===== config.mk =====
export PLATFORM = sky130hd
export DESIGN_NAME = uart_rcv_block
export DESIGN_NICKNAME = d
export VERILOG_FILES = /design/src/rtl/uart_rcv_block.sv
export SDC_FILE = /design/constraint.sdc
export NUM_CORES = 1
export LEC_CHECK = 0
export ABC_AREA = 1
export CORE_ASPECT_RATIO = 0.6
export CORE_MARGIN = 2
export CORE_UTILIZATION = 25
export CTS_CLUSTER_DIAMETER = 80
export DETAILED_ROUTE_END_ITERATION = 12
export PLACE_DENSITY = 0.45
export SLEW_MARGIN = 25
export SYNTH_ARGS = -nofsm -noshare
export SYNTH_HDL_FRONTEND = slang
export SYNTH_SLANG_ARGS = --single-unit

===== constraint.sdc =====
create_clock -name clk -period 1.66 [get_ports clk]
set_input_delay 0.166 -clock clk [delete_from_list [all_inputs] [get_ports clk]]
set_output_delay 0.166 -clock clk [all_outputs]
set_load 0.01 [all_outputs]

===== src/rtl/uart_rcv_block.sv =====
// uart_rcv_block -- UART-style serial receiver.
//
// Frame on serial_in: idle high, one start bit (0), NUM_DATA_BITS data bits
// LSB first, one stop bit (1). Each bit is sampled at mid-bit. A good frame
// is presented on rx_data with data_ready set. The consumer pulses data_read
// to acknowledge the word.
//
// Ports
//   clk            system clock; all state changes on the rising edge
//   n_rst          synchronous active-low reset
//   serial_in      asynchronous serial line (idle high)
//   data_read      consumer ack; clears data_ready / overrun_error
//   rx_data        last good received word
//   data_ready     rx_data holds an unread word
//   overrun_error  an unread word was overwritten by a new one
//   framing_error  last frame had a stop bit of 0; held until the next
//                  valid start bit
module uart_rcv_block #(
    parameter int NUM_DATA_BITS = 8,
    parameter int CLKS_PER_BIT  = 10
) (
    input  logic                     clk,
    input  logic                     n_rst,
    input  logic                     serial_in,
    input  logic                     data_read,
    output logic [NUM_DATA_BITS-1:0] rx_data,
    output logic                     data_ready,
    output logic                     overrun_error,
    output logic                     framing_error
);

    localparam int HALF = CLKS_PER_BIT / 2;
    localparam int TW   = $clog2(CLKS_PER_BIT);
    localparam int BW   = (NUM_DATA_BITS > 1) ? $clog2(NUM_DATA_BITS) : 1;

    // The timer starts at 0 on the cycle after a state change, so a compare
    // against N-1 lands on the Nth cycle of that state.
    localparam logic [TW-1:0] T_HALF = TW'(HALF - 1);
    localparam logic [TW-1:0] T_FULL = TW'(CLKS_PER_BIT - 1);
    localparam logic [BW-1:0] B_LAST = BW'(NUM_DATA_BITS - 1);

    typedef enum logic [1:0] {IDLE, START, DATA, STOP} state_e;

    state_e                   state_q, state_d;
    logic [TW-1:0]            timer_q, timer_d;
    logic [BW-1:0]            bit_cnt_q, bit_cnt_d;
    logic [NUM_DATA_BITS-1:0] shift_q, shift_d;
    logic [1:0]               sync_q, sync_d;
    logic                     s_prev_q, s_prev_d;
    logic [NUM_DATA_BITS-1:0] rx_data_q, rx_data_d;
    logic                     ready_q, ready_d;
    logic                     ovr_q, ovr_d;
    logic                     fe_q, fe_d;

    logic s;
    logic load;

    assign s = sync_q[1];

    always_comb begin
        state_d   = state_q;
        timer_d   = timer_q;
        bit_cnt_d = bit_cnt_q;
        shift_d   = shift_q;
        rx_data_d = rx_data_q;
        ready_d   = ready_q;
        ovr_d     = ovr_q;
        fe_d      = fe_q;
        sync_d    = {sync_q[0], serial_in};
        s_prev_d  = s;
        load      = 1'b0;

        case (state_q)
            IDLE: begin
                // Only IDLE looks for a falling edge; line activity inside a
                // frame never restarts it.
                if (!s && s_prev_q) begin
                    state_d = START;
                    timer_d = '0;
                end
            end
            START: begin
                if (timer_q == T_HALF) begin
                    if (s) begin
                        // Line back high at mid start bit: treat as a glitch.
                        state_d = IDLE;
                    end else begin
                        state_d   = DATA;
                        timer_d   = '0;
                        bit_cnt_d = '0;
                        fe_d      = 1'b0;
                    end
                end else begin
                    timer_d = timer_q + 1'b1;
                end
            end
            DATA: begin
                if (timer_q == T_FULL) begin
                    timer_d = '0;
                    // LSB arrives first, so shifting right with the sample
                    // entering at the MSB leaves the word in natural order.
                    shift_d = shift_q >> 1;
                    shift_d[NUM_DATA_BITS-1] = s;
                    if (bit_cnt_q == B_LAST) begin
                        state_d = STOP;
                    end else begin
                        bit_cnt_d = bit_cnt_q + 1'b1;
                    end
                end else begin
                    timer_d = timer_q + 1'b1;
                end
            end
            STOP: begin
                if (timer_q == T_FULL) begin
                    // Leave half a bit early so a back-to-back start edge
                    // is seen.
                    state_d = IDLE;
                    timer_d = '0;
                    if (s) begin
                        load = 1'b1;
                    end else begin
                        fe_d = 1'b1;
                    end
                end else begin
                    timer_d = timer_q + 1'b1;
                end
            end
            default: state_d = IDLE;
        endcase

        // A load wins over a simultaneous ack; the old word counts as read,
        // so overrun is only flagged when it was still unread.
        if (load) begin
            rx_data_d = shift_d;
            ready_d   = 1'b1;
            ovr_d     = ready_q & ~data_read;
        end else if (data_read) begin
            ready_d = 1'b0;
            ovr_d   = 1'b0;
        end
    end

    always_ff @(posedge clk) begin
        if (!n_rst) begin
            state_q   <= IDLE;
            timer_q   <= '0;
            bit_cnt_q <= '0;
            shift_q   <= '1;
            sync_q    <= 2'b11;
            s_prev_q  <= 1'b1;
            rx_data_q <= '1;
            ready_q   <= 1'b0;
            ovr_q     <= 1'b0;
            fe_q      <= 1'b0;
        end else begin
            state_q   <= state_d;
            timer_q   <= timer_d;
            bit_cnt_q <= bit_cnt_d;
            shift_q   <= shift_d;
            sync_q    <= sync_d;
            s_prev_q  <= s_prev_d;
            rx_data_q <= rx_data_d;
            ready_q   <= ready_d;
            ovr_q     <= ovr_d;
            fe_q      <= fe_d;
        end
    end

    assign rx_data       = rx_data_q;
    assign data_ready    = ready_q;
    assign overrun_error = ovr_q;
    assign framing_error = fe_q;

endmodule


# Word-level counts from Yosys, hierarchy flattened
# Index checks and enable logic that the tools add are counted.
[totals] ff_bits=31 out_inout_bits=11 elab_cells=70
[op_classes] eq_ne=15 bitwise=2 n_reduce_logical=11 add_sub_neg=2 muxes=30
[op_table] operator="4-bit two-way mux" count=4
[op_table] operator="8-bit two-way mux" count=2
[op_table] operator="2-bit != test, second input constant" count=8
[op_table] operator="5-bit AND reduction" count=3
[op_table] operator="2-bit two-way mux" count=6
[op_table] operator="3-bit two-way mux" count=4
[op_table] operator="4-bit case mux with 3 select lines" count=1
[op_table] operator="1-bit two-way mux" count=10
[op_table] operator="2-bit case mux with 4 select lines" count=1
[op_table] operator="3-bit case mux with 2 select lines" count=1
[op_table] operator="2-bit nonzero test" count=3
[op_table] operator="4-bit by 1-bit adder with 4-bit output, second input constant" count=1
[op_table] operator="2-bit equality test, second input constant" count=2
[op_table] operator="4-bit by 3-bit equality test with 1-bit output, second input constant" count=1
[op_table] operator="4-bit equality test, second input constant" count=1
[op_table] operator="3-bit by 1-bit adder with 3-bit output, second input constant" count=1
[op_table] operator="3-bit equality test, second input constant" count=1
[op_table] operator="3-bit != test, second input constant" count=1
[op_table] operator="2-bit by 1-bit equality test with 1-bit output, second input constant" count=1
[op_table] operator="2-bit zero test" count=1
[op_table] operator="1-bit case mux with 2 select lines" count=1
[op_table] operator="2-bit AND reduction" count=1
[op_table] operator="2-bit OR reduction" count=1
[op_table] operator="1-bit AND" count=1
[op_table] operator="other kinds (3)" count=3

# Depth between registers and ports, before layout
# Gate-level depths: netlist (run 1).
[logic_depth] depth_word=4 mapped_depth=9

# Least setup slack after synthesis (run 1)
# Ideal clock, no wire load.
[synth_path] path_type="register to register" start="register timer_q[1]" end="register rx_data_q[4], in the netlist rx_data[4]" arrival_ns=1.264 synth_period_minus_slack_ns=1.379 path_buffers=0 setup_slack_ns=0.281 setup_ns=0.115 path_stages_with_launch=8 path_cell_list="dfxtp_1 > inv_1 > ha_1 > nand3_1 > nor2_1 > clkinv_1 > a21oi_1 > nand2_1"
[synth_via] elab_chain_len=3
[synth_lines] item="start, declared" line="45" text="logic [TW-1:0] timer_q, timer_d;"
[synth_lines] item="start signal, assigned" line="157" text="timer_q <= timer_d;"
[synth_lines] item="4-bit equality test *" line="98, 114"
[synth_lines] item="8-bit two-way mux or 1-bit two-way mux (tied branches)" line="98, 114"
[synth_lines] item="8-bit two-way mux or 1-bit two-way mux (tied branches)" line="73" text="case (state_q)"
[synth_lines] item="end signal, assigned" line="162" text="rx_data_q <= rx_data_d;"
[synth_lines] item="end, declared" line="50" text="logic [NUM_DATA_BITS-1:0] rx_data_q, rx_data_d;"
# Mark *: on every way between the ends. The rest lies on a longest branch, timed or not.
# A chain may end at the register's enable or synchronous reset.

# Worst setup path after layout (run 1)
[layout_path] start="register timer_q[1]" end="register shift_q[2]"
[layout_via] elab_chain_len=3
[layout_lines] item="4-bit equality test" line="98" text="if (timer_q == T_FULL) begin"
[layout_lines] item="8-bit two-way mux" line="98"
[layout_lines] item="8-bit two-way mux" line="73"
[layout_lines] item="end signal, assigned" line="159" text="shift_q <= shift_d;"
[layout_lines] item="end, declared" line="47" text="logic [NUM_DATA_BITS-1:0] shift_q, shift_d;"
# No other way between the ends.

==> flow_metrics.tcl, run 1 <==
set metrics [dict create \
    max-clock-path-buffers 2 \
    ant_nets 0 \
    drv_slew 0 \
    worst_r2r_startpoint "timer_q[1]$_SDFFE_PN0P_" \
    drt-wirelength-per-cell_um 10.8 \
    pre_cts_ws_ns -0.0135 \
    ios 15 \
    power_density_mw_per_mm2 929 \
    synthToLayoutAreaGrowth_pct 26.0 \
    critical_path_class "flip-flop to flip-flop" \
    startpoint "timer_q[1]$_SDFFE_PN0P_" \
    cts_buffers 5 \
    drc 0 \
    grt_antenna_before_repair 0 \
    cts_sinks 31 \
    synthesis.nets 185 \
    leakagePower_nw 0.676 \
    slowest_delay_ns 0.32 \
    rsz0062_at_grt "no" \
    internal_power_mw 1.16 \
    finalSetupViolCount 0 \
    die_area_mm2 0.00604 \
    worstPathCellList "inv_1 > ha_1 > nand4_4 > nand2_1 > o21ai_1 > or2_2" \
    grt_pass1_wl_um 4760 \
    layout.nets 208 \
    cts_root_buffer "clkbuf_8" \
    crit_required_ns 1.83 \
    r2r_setup_slack_ns 0.19 \
    setup_ws_ns 0.190 \
    die_h_um 61.0 \
    fill_cells 565 \
    seqPwrFrac 0.496 \
    post_layout_nonfiller_instances 265 \
    worstPathArrival_ns 1.64 \
    pwr-share-comb 0.131 \
    cts_tree "done" \
    drtIter0Drc 41 \
    switching_share 0.270 \
    post-place-cells 256 \
    path_buf_inv 1 \
    grt_max_degree 27 \
    yosysSeqAreaShare 0.458 \
    status "completed" \
    avgSynthCellArea_um2 7.70 \
    portBuffers 14 \
    drive_gt1_frac 0.166 \
    place_hpwl_um 2050 \
    path_delay_family "simple AND/OR/NAND/NOR gates" \
    fin_crit_ns 1.47 \
    core_mm2 0.00513 \
    gp_congestion 0.751 \
    ctsHoldBuffers 0 \
    relSlewSlack 0.828 \
    firstDrtPassIters 4 \
    syn_inst 176 \
    crit_path_end "shift_q[2]$_SDFF_PN1_" \
    synth-seq-cells 31 \
    max_freq_mhz 680 \
    htree_levels 2 \
    grt_pass1_vias 977 \
    hold_class "flip-flop to flip-flop" \
    initial_utilization 0.264 \
    cts.clk_slew.worst_paths_ns 0.07 \
    fp.dieW_um 99.0 \
    fin_skew_ns 0.00657 \
    final_hold_viol_count 0 \
    viasPerCell 4.20 \
    power.switching_uw 428 \
    finalCritPeriodShare 0.886 \
    tightest_slew_ns 0.257 \
    num_antenna_cells 0 \
    crit_path_start_kind "flip-flop" \
    critPathCaptureType "flip-flop" \
    grt_overflow 0 \
    syn-cell-area_mm2 0.00136 \
    grt_usage 0.105 \
    drv_cap 0 \
    yosys_warnings 0 \
    regToRegEndpoint "shift_q[2]$_SDFF_PN1_" \
    drt-total-wl_um 2870 \
    peakVddDrop_mv 0.359 \
    clock_latency_ns 0.28 \
    num_vias 1114 \
    crit_cells 6 \
    slowest_stage "dfxtp_1" \
    ff2ff_path_depth 6 \
    ys_types 26 \
    rows 20 \
    clockPowerShare 0.373 \
    crit_path_max_fanout 14 \
]
power groups by stage:
stage	logic (mW)	clock network [mW]	registers, mW
global route	0.237	0.656	0.790
CTS	0.198	0.618	0.786
detailed placement	0.198	0	0.803
finish	0.208	0.591	0.786
floorplan	0.139	0	0.800
global placement	0.198	0	0.804
cells in the final DEF, fill, tap and decap left out, types with 3 or more instances in the layout:
cell             instances
clkdlybuf4s50_1         14
nand3_1                  7
inv_1                   17
or2_2                    6
a21oi_2                  3
dfxtp_1                 31
nand2_1                 46
o21ai_0                  3
or2_1                    3
nor2_1                  12
clkbuf_8                 6
ha_1                     5
a21oi_1                 18
buf_4                    6
o21ai_1                  4
worst reg2reg max path, stage by stage, from the launching register on:
cell	delay, ns
dfxtp_1	0.32
inv_1	0.09
ha_1	0.23
nand4_4	0.23
nand2_1	0.13
o21ai_1	0.08
or2_2	0.28
worst min-delay path by stage:
stage / from / to / slack (ns) / depth (start not counted)
4_1_cts: sync_q[0]$_SDFF_PN1_ / sync_q[1]$_SDFF_PN1_ / 0.42 / 1
3_3_place_gp: sync_q[0]$_SDFF_PN1_ / sync_q[1]$_SDFF_PN1_ / 0.40 / 1
6_report: sync_q[0]$_SDFF_PN1_ / sync_q[1]$_SDFF_PN1_ / 0.41 / 1
3_5_place_dp: sync_q[0]$_SDFF_PN1_ / sync_q[1]$_SDFF_PN1_ / 0.40 / 1
5_1_grt: sync_q[0]$_SDFF_PN1_ / sync_q[1]$_SDFF_PN1_ / 0.43 / 1
2_1_floorplan: n_rst / s_prev_q$_SDFF_PN1_ / 0.24 / 1
metrics by stage:
step / util / cell area, um2 / hold slack, ns / setup TNS [ns] / total power [mW]
after floorplan: - / 1360 / 0.235 / 0 / 0.939
after CTS: 0.326 / 1670 / 0.416 / 0 / 1.60
after global routing: 0.333 / 1710 / 0.428 / 0 / 1.68
final: 0.333 / 1710 / 0.413 / 0 / 1.59
after global placement: 0.309 / 1580 / 0.397 / 0 / 1.00
after detailed placement: 0.309 / 1580 / 0.399 / -0.0627 / 1.00
state kept, by name, indices dropped and copies added (netlist names), named ones only:
| signal | flops |
|---|---|
| rx_data | 8 |
| shift_q | 8 |
| timer_q | 4 |
| bit_cnt_q | 3 |
| sync_q | 2 |
| data_ready | 1 |
| framing_error | 1 |
| overrun_error | 1 |
| s_prev_q | 1 |
| state_q | 1 |
logic make-up (layout without fill, tap and decap cells):
group,after synthesis,after routing,share of synthesized area
simple gates,83,83,0.282
xor+xnor,1,1,0.00646
fa+ha+maj,5,5,0.0462
buf+inv,23,46,0.0702
compound gates,33,33,0.138
flops,31,31,0.458
cell type report:
type,instances,area [um2],share of cell area
tap,66,82.6,0.0484
inverter,19,72.6,0.0425
clock inverter,1,5.00,0.00293
clock buffer,6,82.6,0.0484
timing repair buffer,20,185,0.108
sequential,31,621,0.363
multi-input combinational,122,659,0.386
routing by layer:
layer,wire length [um],global-route usage
met5,0,0
met4,21,0.0352
met3,114,0.0420
met2,1030,0.131
met1,1700,0.158
repair_timing:
item | 4_1_cts | 5_1_grt
pin swaps | 0 | 1
setup buffers | 0 | 2
gates resized for setup | 1 | 5
setup endpoints to repair | 7 | 14
cell usage after synthesis:
library cell	count	area share
a211oi_1	1	0.0055
a21oi_1	18	0.066
a21oi_2	3	0.019
a31oi_1	1	0.0046
buf_2	1	0.0037
buf_6	1	0.0083
clkbuf_1	2	0.0055
clkinv_1	1	0.0028
dfxtp_1	31	0.46
ha_1	5	0.046
inv_1	17	0.047
inv_2	1	0.0028
nand2_1	46	0.13
nand3_1	9	0.033
nand3b_1	2	0.011
nand4_4	1	0.016
nor2_1	13	0.036
nor2_2	1	0.0046
nor2_4	1	0.0083
nor3_1	1	0.0037
o21ai_0	3	0.011
o21ai_1	6	0.022
o21bai_2	1	0.0083
or2_1	3	0.014
or2_2	6	0.028
xor2_1	1	0.0065
(Power assumes the default switching activity.)
==> run 2: changes to the inputs <==
- CORE_UTILIZATION: 25 -> 50
- PLACE_DENSITY: 0.45 -> 0.75
==> run 2 against run 1 <==
Power fell by 3.1%. Global-route usage rose by 8.6 points. Die area decreased by 48%. Flip-flop and latch count did not move. Combinational power is 6% lower. Utilization rose by 31 points. Via count rose by 4.7%. Largest power group unchanged.
==> flow_metrics.tcl, run 2 (synthesis gave the netlist of run 1 again) <==
set metrics [dict create \
    leakagePower_nw 0.661 \
    post_layout_nonfiller_instances 230 \
    final_common_cell "nand2_1" \
    cts_setup_buffers 0 \
    initial_utilization 0.533 \
    finalSetupTns_ns 0 \
    max_freq_mhz 659 \
    crit_path_max_fanout 17 \
    drive_gt1_frac 0.136 \
    pre_cts_ws_ns 0.0199 \
    setup_ws_ns 0.142 \
    grt_antenna_before_repair 0 \
    ios 15 \
    max-clock-path-buffers 2 \
    die_h_um 44.3 \
    rsz0062_at_grt "no" \
    rows 14 \
    cts.clk_slew.worst_paths_ns 0.06 \
    drtIter0Drc 65 \
    post-place-cells 222 \
    crit_path_start_kind "flip-flop" \
    worstPathArrival_ns 1.69 \
    num_antenna_cells 0 \
    crit_required_ns 1.83 \
    grt_overflow 0 \
    cts_tree "done" \
    layout_common_cells "nand2_1 (46), dfxtp_1 (31), a21oi_1 (18)" \
    drv_slew 0 \
    num_vias 1166 \
    cts_buffers 5 \
    power_density_mw_per_mm2 941 \
    gp_congestion 0.904 \
    multiInputGateArea_um2 647 \
    peakVddDrop_mv 0.589 \
    grt_usage 0.190 \
    cts_root_buffer "clkbuf_8" \
    fill_cells 207 \
    fp.dieW_um 71.2 \
    drv_cap 0 \
    ant_nets 0 \
    core_mm2 0.00254 \
    drt-total-wl_um 2760 \
    clock_latency_ns 0.28 \
    synthToLayoutAreaGrowth_pct 20.4 \
    finalCritPeriodShare 0.915 \
    finalPower_mw 1.54 \
    firstDrtPassIters 4 \
    cts_sinks 31 \
    tightest_slew_ns 0.471 \
    seqCellArea_um2 621 \
    grt_pass1_wl_um 4460 \
    grt_pass1_vias 995 \
    ctsHoldBuffers 0 \
    critical_path_class "flip-flop to flip-flop" \
    fin_crit_ns 1.52 \
    slowest_delay_ns 0.32 \
    viasPerCell 5.07 \
    status "completed" \
    slowest_stage "dfxtp_1" \
    r2r_setup_slack_ns 0.14 \
    die_area_mm2 0.00316 \
    critPathCaptureType "flip-flop" \
    layout.nets 206 \
    finalSetupViolCount 0 \
    drt-wirelength-per-cell_um 12.0 \
    grt_max_degree 18 \
    fin_skew_ns 0.00614 \
    drc 0 \
    portBuffers 14 \
    htree_levels 2 \
    worstPathCellList "inv_1 > ha_1 > nand4_4 > nand2_1 > o21ai_1 > or2_2" \
    hold_class "flip-flop to flip-flop" \
    relSlewSlack 0.686 \
    place_hpwl_um 2020 \
    final_hold_viol_count 0 \
]
[run 2: changes by cell type in the layout (fill, tap and decap cells not counted)]
cell and change:
buf_4 -2, clkbuf_1 +2, clkbuf_8 -1, nand3_1 +1, nand3_2 -1, o21ai_1 +2, o21ai_2 -2
[run 2: power breakdown]
| group | internal [mW] | total, mW | switching, mW | leakage (nW) |
|---|---|---|---|---|
| Clock | 0.293 | 0.553 | 0.260 | 0.0422 |
| Sequential | 0.764 | 0.787 | 0.0228 | 0.251 |
| Combinational | 0.0658 | 0.196 | 0.130 | 0.367 |
| Total | 1.12 | 1.54 | 0.413 | 0.661 |
[run 2: layout make-up]
class | count | area share
multi-input cells | 122 | 0.396
inverters | 19 | 0.0445
repair buffers | 18 | 0.104
well taps | 32 | 0.0245
clock inverters | 1 | 0.00307
clock buffers | 7 | 0.0468
flip-flops and latches | 31 | 0.380
[run 2: per-stage QoR]
step / hold WS (ns) / util / area [um2]
2_1_floorplan: 0.235 / - / 1360
3_3_place_gp: 0.411 / 0.607 / 1540
4_1_cts: 0.432 / 0.639 / 1620
5_1_grt: 0.444 / 0.642 / 1630
6_report: 0.428 / 0.642 / 1630
3_5_place_dp: 0.405 / 0.607 / 1540
[run 2: layer usage]
layer  track usage  routed length [um]  part of all wire  vias up
met5             0                   0                 0        -
met1         0.259                1380              0.50      508
met3        0.0706                 235             0.085       10
met4         0.106                  65             0.024        0
met2         0.263                1070              0.39       44
li1              -                   -                 -      604
[run 2: timing repair]
action,in CTS,in global routing
pin swaps,0,1
setup endpoints to repair,3,9
gates resized for setup,1,2
endpoints found under the hold margin,0,0
[run 2: final timing paths]
check,start,to,depth (start not counted)
setup reg to reg,timer_q[1]$_SDFFE_PN0P_,shift_q[2]$_SDFF_PN1_,6
hold / removal,sync_q[0]$_SDFF_PN1_,sync_q[1]$_SDFF_PN1_,1
hold reg to reg,sync_q[0]$_SDFF_PN1_,sync_q[1]$_SDFF_PN1_,1
setup / recovery,timer_q[1]$_SDFFE_PN0P_,shift_q[2]$_SDFF_PN1_,6
[run 2: worst max-delay path, delay by kind of cell, from the launching register on]
| kind | cells | cell delay, ns |
|---|---|---|
| flops | 1 | 0.32 |
| simple gates | 3 | 0.67 |
| fa+ha+maj | 1 | 0.23 |
| compound gates | 1 | 0.09 |
| buf+inv | 1 | 0.09 |
==> run 3: changes to the inputs <==
- CTS_CLUSTER_SIZE: not set -> 12
- clock period: 1.66 -> 1.55 ns (I/O delays scaled with it)
==> run 3 against run 2 <==
Clock-buffer cell count stayed put. Via count is 3.3% higher. Non-clock buffer count is 4 higher. Clock power is 9.9% higher. Final cell count is 1.7% higher. Utilization is 2.7 points higher. Worst hold slack worse by 0.014 ns. Design area is 4.1% higher. Sequential share of layout area is 1.3 points lower. Flip-flop and latch count stayed put. Die area stayed put. Worst setup slack worse by 0.037 ns. Critical path type unchanged.
==> flow_metrics.tcl, run 3 (synthesis gave the netlist of run 1 again) <==
set metrics [dict create \
    status "completed" \
    cts.clk_slew.worst_paths_ns 0.06 \
    placed_area_mm2 0.00156 \
    grt_pass1_wl_um 5080 \
    ios 15 \
    num_vias 1204 \
    grt_usage 0.213 \
    num_antenna_cells 0 \
    die_h_um 44.3 \
    switching_share 0.279 \
    max-clock-path-buffers 2 \
    drt-wirelength-per-cell_um 13.2 \
    worstPathArrival_ns 1.62 \
    ctsHoldBuffers 0 \
    drtIter0Drc 54 \
    synthToLayoutAreaGrowth_pct 25.4 \
    cts_root_buffer "clkbuf_8" \
    die_area_mm2 0.00316 \
    drc 0 \
    hold_path_depth 1 \
    final_hold_viol_count 0 \
    crit_path_max_fanout 5 \
    clockPowerShare 0.358 \
    firstDrtPassIters 4 \
    crit_cells 9 \
    grt_overflow 0 \
    peakVddDrop_mv 0.805 \
    htree_levels 2 \
    drt-total-wl_um 3100 \
    grt_pass1_vias 1174 \
    clock_latency_ns 0.29 \
    critical_path_class "flip-flop to flip-flop" \
    drv_cap 0 \
    finalSetupViolCount 0 \
    rows 14 \
    finalPower_mw 1.70 \
    worstPathCellList "inv_1 > ha_1 > nand3_2 > nand2_1 > nand2_2 > nor2_2 > nand2_1 > nand2_1 > a21oi_1" \
    fill_cells 218 \
    relSlewSlack 0.843 \
    path_buf_inv 1 \
    cts_sinks 31 \
    path_delay_family "simple AND/OR/NAND/NOR gates" \
    layout_common_cells "nand2_1 (45), dfxtp_1 (28), a21oi_1 (18)" \
    core_mm2 0.00254 \
    drv_slew 0 \
    initial_utilization 0.533 \
    power_density_mw_per_mm2 999 \
    layout.nets 210 \
    slowest_stage "dfxtp_2" \
    ff2ff_path_depth 9 \
    cts_tree "done" \
    drive_gt1_frac 0.193 \
    final_common_cell "nand2_1" \
    ant_nets 0 \
    fin_area_mm2 0.00170 \
    r2r_setup_slack_ns 0.10 \
    power.switching_uw 473 \
    portBuffers 14 \
    fin_skew_ns 0.00600 \
    tightest_slew_ns 0.236 \
    cts_buffers 5 \
    crit_path_start_kind "flip-flop" \
    grt_antenna_before_repair 0 \
    viasPerCell 5.15 \
    pwr-share-comb 0.140 \
    seqPwrFrac 0.502 \
    crit_required_ns 1.73 \
    slowest_delay_ns 0.34 \
    fp.dieW_um 71.2 \
    grt_max_degree 26 \
    finalCritPeriodShare 0.933 \
    leakagePower_nw 0.687 \
    cpMostUsedCell "nand2_1" \
    max_freq_mhz 692 \
    gp_congestion 0.871 \
    internal_power_mw 1.22 \
    fin_crit_ns 1.45 \
    place_hpwl_um 2090 \
    hold_class "flip-flop to flip-flop" \
    critPathCaptureType "flip-flop" \
]
==> run 3: metrics by stage <==
| stage | util | setup slack, ns | instances | TNS [ns] | hold slack (ns) |
|---|---|---|---|---|---|
| final | 0.669 | 0.104 | 234 | 0 | 0.414 |
| after global routing | 0.669 | -0.0280 | 234 | -0.0478 | 0.434 |
| after CTS | 0.647 | 0.0118 | 231 | 0 | 0.417 |
| after detailed placement | 0.615 | 0.0339 | 223 | 0 | 0.403 |
| after global placement | 0.615 | 0.0734 | 223 | 0 | 0.405 |
| after floorplan | - | 0.171 | 176 | 0 | 0.224 |
==> run 3: worst paths after layout <==
path,startpoint,to
max reg2reg,timer_q[0]$_SDFFE_PN0P_,flip-flop
max,timer_q[0]$_SDFFE_PN0P_,flip-flop
min,sync_q[0]$_SDFF_PN1_,sync_q[1]$_SDFF_PN1_
min reg2reg,sync_q[0]$_SDFF_PN1_,sync_q[1]$_SDFF_PN1_
==> run 3: layout make-up <==
| class | count | area, um2 | share of cell area |
|---|---|---|---|
| Clock buffer | 7 | 76.3 | 0.0449 |
| Clock inverter | 1 | 5.00 | 0.00295 |
| Inverter | 19 | 71.3 | 0.0420 |
| Multi-Input combinational cell | 122 | 669 | 0.394 |
| Sequential cell | 31 | 624 | 0.367 |
| Tap cell | 32 | 40.0 | 0.0236 |
| Timing Repair Buffer | 22 | 213 | 0.125 |
==> run 3: timing repair <==
item	CTS	global route
buffers inserted	0	3
setup endpoints to repair	0	25
gates resized for setup	0	12
==> run 3: per-layer routing <==
layer / vias to the layer above / GRT usage / part of all wire
met2: 31 / 0.343 / 0.44
li1: 611 / - / -
met3: 5 / 0.0638 / 0.046
met5: - / 0 / 0
met1: 557 / 0.266 / 0.50
met4: 0 / 0.106 / 0.016
==> run 3: power by group through the flow <==
stage	registers (mW)	clock network, mW	logic, mW
2_1_floorplan	0.857	0	0.149
4_1_cts	0.843	0.623	0.209
3_5_place_dp	0.860	0	0.208
3_3_place_gp	0.859	0	0.199
6_report	0.851	0.608	0.238
5_1_grt	0.853	0.652	0.272
